==> src/rtl/ccff_loader.sv <==
// Configuration flip-flop chain loader: streams bitstream words MSB first
// into a scan chain and optionally compares the returning tail bits.
module ccff_loader #(
  parameter int CHAIN_LEN = 88,
  parameter int WORD_W    = 8
) (
  input  logic              prog_clk,
  input  logic              prog_reset,
  input  logic              start,
  input  logic              verify,
  input  logic              s_valid,
  input  logic [WORD_W-1:0] s_data,
  output logic              s_ready,
  output logic              ccff_head,
  output logic              ccff_shift_en,
  input  logic              ccff_tail,
  output logic              isol_n,
  output logic              busy,
  output logic              done,
  output logic              mismatch,
  output logic [15:0]       mismatch_cnt
);

  localparam int BW = $clog2(WORD_W + 1);
  localparam int TW = $clog2(CHAIN_LEN + 1);
  localparam logic [BW-1:0] BIT_LAST = BW'(WORD_W - 1);
  localparam logic [TW-1:0] TOT_LAST = TW'(CHAIN_LEN - 1);

  typedef enum logic [1:0] {
    IDLE,
    LOAD,
    SHIFT,
    FINISH
  } state_t;

  state_t            state_q, state_d;
  logic [WORD_W-1:0] sreg_q;
  logic [BW-1:0]     bit_q;
  logic [TW-1:0]     tot_q;
  logic              verify_q;
  logic              isol_q;
  logic              mis_q;
  logic [15:0]       cnt_q;
  logic              idle_start;
  logic              mis_bit;

  assign idle_start    = (state_q == IDLE) && start;
  assign s_ready       = (state_q == LOAD);
  assign ccff_shift_en = (state_q == SHIFT);
  assign ccff_head     = ccff_shift_en && sreg_q[WORD_W-1];
  assign busy          = (state_q != IDLE);
  assign done          = (state_q == FINISH);
  // Isolation drops as soon as a pass is accepted, lifts in FINISH.
  assign isol_n        = done || (isol_q && !idle_start);
  assign mismatch      = mis_q;
  assign mismatch_cnt  = cnt_q;
  assign mis_bit       = ccff_shift_en && verify_q &&
                         (ccff_tail != sreg_q[WORD_W-1]);

  always_comb begin
    state_d = state_q;
    unique case (state_q)
      IDLE:   if (start) state_d = LOAD;
      LOAD:   if (s_valid) state_d = SHIFT;
      SHIFT: begin
        if (tot_q == TOT_LAST)      state_d = FINISH;
        else if (bit_q == BIT_LAST) state_d = LOAD;
      end
      FINISH: state_d = IDLE;
      default: state_d = IDLE;
    endcase
  end

  always_ff @(posedge prog_clk or negedge prog_reset) begin
    if (!prog_reset) begin
      state_q  <= IDLE;
      sreg_q   <= '0;
      bit_q    <= '0;
      tot_q    <= '0;
      verify_q <= 1'b0;
      isol_q   <= 1'b0;
      mis_q    <= 1'b0;
      cnt_q    <= '0;
    end else begin
      state_q <= state_d;
      unique case (state_q)
        IDLE: begin
          if (start) begin
            verify_q <= verify;
            mis_q    <= 1'b0;
            cnt_q    <= '0;
            bit_q    <= '0;
            tot_q    <= '0;
            isol_q   <= 1'b0;
          end
        end
        LOAD: begin
          if (s_valid) begin
            sreg_q <= s_data;
            bit_q  <= '0;
          end
        end
        SHIFT: begin
          sreg_q <= sreg_q << 1;
          bit_q  <= bit_q + 1'b1;
          tot_q  <= tot_q + 1'b1;
          if (mis_bit) begin
            mis_q <= 1'b1;
            if (cnt_q != 16'hFFFF) cnt_q <= cnt_q + 16'd1;
          end
        end
        FINISH: isol_q <= 1'b1;
        default: ;
      endcase
    end
  end

endmodule

==> config.mk <==
export PLATFORM = sky130hd
export DESIGN_NAME = ccff_loader
export DESIGN_NICKNAME = d
export VERILOG_FILES = /design/src/rtl/ccff_loader.sv
export SDC_FILE = /design/constraint.sdc
export NUM_CORES = 1
export LEC_CHECK = 0
export ABC_AREA = 0
export CORE_ASPECT_RATIO = 1.5
export CORE_MARGIN = 1.5
export CORE_UTILIZATION = 30
export DETAILED_ROUTE_END_ITERATION = 16
export GPL_ROUTABILITY_DRIVEN = 0
export SKIP_CTS_REPAIR_TIMING = 1
export SLEW_MARGIN = 20
export SYNTH_ARGS = -nofsm -noshare
export SYNTH_HDL_FRONTEND = slang
export SYNTH_SLANG_ARGS = --single-unit
export TNS_END_PERCENT = 5
==> constraint.sdc <==
create_clock -name prog_clk -period 1.98 [get_ports prog_clk]
set_input_delay 0.297 -clock prog_clk [delete_from_list [all_inputs] [get_ports prog_clk]]
set_output_delay 0.297 -clock prog_clk [all_outputs]
set_load 0.02 [all_outputs]
**Word-level counts from Yosys, hierarchy flattened**

Cells that the tools add are included.

- Add/sub/neg operators: 3
- Equal/unequal tests: 12
- Muxes and demuxes: 20
- Reduce and logical (&&, ||, !) cells: 21

Operators by type and width:

| operator | number |
|---|---|
| $mux 16 | 3 |
| $pmux 16 s2 | 1 |
| $add 16x1->16 const B | 1 |
| $ne 16x16->1 const B | 1 |
| $pmux 8 s2 | 1 |
| $pmux 7 s2 | 1 |
| $pmux 4 s3 | 1 |
| $reduce_and 3->1 | 3 |
| $mux 2 | 4 |
| $mux 4 | 2 |
| $mux 8 | 1 |
| $pmux 2 s4 | 1 |
| $reduce_and 2->1 | 4 |
| $reduce_bool 2->1 | 4 |
| $add 7x1->7 const B | 1 |
| $eq 7x7->1 const B | 1 |
| $mux 7 | 1 |
| $logic_and 1x1->1 | 5 |
| $add 4x1->4 const B | 1 |
| $eq 2x2->1 const B | 2 |
| $eq 4x3->1 const B | 1 |
| $ne 2x1->1 const B | 2 |
| $ne 2x2->1 const B | 2 |
| $pmux 1 s2 | 2 |
| 9 further kinds | 10 |

- Register bits after elaboration: 40
- Output and inout port bits: 23
- Word-level logic and storage cells: 64

**Longest topological paths before layout**

- Depth after elaboration: 5
- Gate-level depth with buffers: 7

**Worst setup path after synthesis**

OpenSTA, ideal clock, no wires.

- Path type: reg2out
- Start: register state_q[0]
- End: output ccff_head
- Arrival time: 1399 ps
- Required time: 1683 ps
- Path slack: 284 ps
- Cell stages (with the launch flop): 6
- Cell sequence: dfrtp_1 > buf_2 > nand2b_4 > inv_2 > clkbuf_1 > and2_1

- Longest elaborated chain between the ends: 2

Ends and longest elaborated chain:

| element | line | RTL |
|---|---|---|
| from (decl) | 36 | `state_t state_q, state_d;` |
| from (signal assigned) | 85 | `state_q <= state_d;` |
| $eq 2x2->1 | 49 | `assign ccff_shift_en = (state_q == SHIFT);` |
| via ccff_shift_en | 15 | `output logic ccff_shift_en,` |
| $logic_and 1x1->1 | 50 | `assign ccff_head = ccff_shift_en && sreg_q[WORD_W-1];` |
| to (decl) | 14 | `output logic ccff_head,` |

The timed path passes the listed nets, and every way through them passes these cells.

**Final worst setup path**

- Start: register state_q[1]
- End: output busy

- Longest elaborated chain between the ends: 1

Ends and longest elaborated chain:

| element | line | RTL |
|---|---|---|
| $reduce_bool 2->1 | 51 | `assign busy = (state_q != IDLE);` |
| to (decl) | 18 | `output logic busy,` |

Every way passes these cells.

==> flow_summary.yaml <==
outcome:
  status: "finished, final reports clean"
die:
  coreArea_um2: 7270
  fp-row-count: 38
  io_pins: 37
  die_h_um: 109
  start_util_pct: 31.1
  dieArea_um2: 8080
  die_w_um: 73.9
routing:
  drc: 0
  wl_met2_mm: 2.87
  first_pass_iters: 4
  met3_length_um: 205
  vias_per_cell: 5.23
  routed_wl_mm: 5.38
  vias: 2028
  ant_nets: 0
  highest_layer: "met4"
  drtIter0Drc: 41
  wl_per_cell_um: 13.9
  drt-met1-wl_mm: 2.24
global_routing:
  antenna_found_initial: 0
  first_global_vias: 1989
  grt_pass1_wl_mm: 9.44
  grt_max_degree: 22
  grt-ovfl-total: 0
  grt_use_total_pct: 14.8
sta:
  layout_min_cycle_time_ns: 1.82
  slew_violations: 0
  hold_violations: 0
  fmax_mhz: 551
  rsz0062_at_grt: "false"
  period_share_pct: 91.7
  max_slew.worst_pin.slew_ns: 0.524
  skew_ns: 0.00769
  setup_viol: 0
  max-slew-margin-rel_pct: 64.8
synthesis:
  synth_nets: 255
  syn_inst: 238
  synth-edff-count: 0
  async_flop_share_pct: 100
  synth_area_um2: 2260
  yosysSeqAreaShare_pct: 44.3
  yosys.cell_types.count: 46
  avgSynthCellArea_um2: 9.50
  ys.flop_type: "dfrtp_1"
  yosysTopAreaCellShare_pct: 44.3
  synth_seq_cells: 40
  synth_top_cell_by_area: "dfrtp_1"
  netlist_top_cells_area: "dfrtp_1, nand2_1, o21ai_0"
  synth_warnings: 0
placed_design:
  port_buffers: 36
  dp_hpwl_mm: 3.90
  placed_cells: 380
worst_hold_path:
  min_path_cells: 1
  min_path_type: "reg -> reg"
pwr:
  clkPwrFrac_pct: 15.4
  leakagePower_nw: 1.30
  switching_share_pct: 40.0
  p_int_w: 0.00203
  vdd_ir_drop_max_v: 0.000730
  power_density_nw_per_um2: 1150
  p_comb_share_pct: 46.5
  p_seq_share_pct: 38.1
  power_switching_w: 0.00135
final_layout:
  antennaDiodeCount: 0
  fin_cells: 388
  layout_commonest_cell: "dfrtp_1"
  multi_input_area_um2: 1180
  fin_util_pct: 40.4
  fillers: 732
  nNetsFinal: 305
  seq_area_um2: 1000
  area_delta_synth_final_pct: 29.9
  drive_gt1_share_pct: 15.6
  final_cell_mix: "dfrtp_1, nand2_1, clkdlybuf4s50_1"
cts:
  insertion_delay_ns: 0.29
  ctsHtreeMaxLevel: 2
  tritoncts: "yes"
  clock_path_buffers: 2
  cts-root-buf: "clkbuf_8"
  numCtsBuffers: 5
  clkSinkCount: 40
  clk_pin_slew_ns: 0.07
worst_setup_path:
  crit_fanout: 4
  crit_type: "reg -> out"
  cp.required_ns: 1.68
  crit_arrival_ns: 1.52
  reg2regPathDepth: 7
  worstSetupEndpointType: "output pin"
  cp-start-kind: "register"
run:
  drv_cap: 0
[worst max-delay path, cell delays in order, from the launching register on]
cell	delay, ns
dfrtp_1	0.44
nor2_2	0.18
inv_1	0.07
clkdlybuf4s50_1	0.53
[final timing paths]
kind                                         to  slack [ns]       start
worst max-delay path                       busy        0.16  state_q[1]
worst min-delay path                     isol_q        0.49      isol_q
worst max register to register  mismatch_cnt[1]        0.31  state_q[0]
worst min register to register           isol_q        0.49      isol_q
max in group asynchronous       mismatch_cnt[1]        0.98  prog_reset
min in group asynchronous                isol_q        0.50  prog_reset
[layer usage]
metal	vias up	track usage, %
li1	979	-
met1	995	17.1
met2	48	27.2
met3	6	2.75
met4	0	4.37
met5	-	0
[layout make-up]
type | instances | share of cell area [%]
inverters | 10 | 1.28
well taps | 100 | 4.26
repair buffers | 52 | 17.6
clock buffers | 6 | 2.47
clock inverters | 1 | 0.170
multi-input cells | 179 | 40.1
flip-flops and latches | 40 | 34.1
[state kept, by name (all words and copies together), names as in the netlist]
register and count:
verify_q 1, state_q 2, tot_q 7, sreg_q 8, isol_q 1, mismatch 1
bit_q 4, mismatch_cnt 16
[cell families after synthesis]
kind of cell             synth area share [%]
buffers and inverters                    3.82
XOR/XNOR                                 1.55
multiplexers                             8.85
AO/OA/AOI/OAI                            21.3
flip-flops                               44.3
adder cells (fa/ha/maj)                  1.66
AND/OR/NAND/NOR                          18.6
[per-stage QoR]
stage | setup WS [ns] | power, W | area, µm² | hold slack (ns) | TNS [ns]
after floorplan | 0.284 | 0.00225 | 2260 | 0.00141 | 0
after global placement | 0.0436 | 0.00287 | 2830 | 0.298 | 0
after detailed placement | 0.0390 | 0.00289 | 2830 | 0.293 | 0
after CTS | -0.125 | 0.00343 | 2910 | -0.0203 | -0.207
after global routing | 0.0819 | 0.00364 | 2940 | 0.525 | 0
final | 0.164 | 0.00338 | 2940 | 0.486 | 0
[cell usage after synthesis (all sizes together), types with 2 or more instances]
cell type,instances
xor2,4
nor2,10
o21a,2
nand2b,2
dfrtp,40
o211ai,6
ha,3
a31oi,13
a21o,5
buf,5
o21ai,28
o31ai,2
nand4,6
nand2,32
nor3,7
inv,10
a41oi,3
mux2,8
and2,2
mux2i,11
a21oi,5
and3,3
and4,4
nand3,13
clkbuf,4
[power groups by stage]
stage               Combinational, W  Sequential [W]  Clock [W]
global route                 0.00173         0.00133   0.000575
CTS                          0.00160         0.00129   0.000543
finish                       0.00157         0.00129   0.000522
floorplan                   0.000932         0.00131          0
global placement             0.00157         0.00130          0
detailed placement           0.00159         0.00130          0
Power figures use the tool's default switching activity.
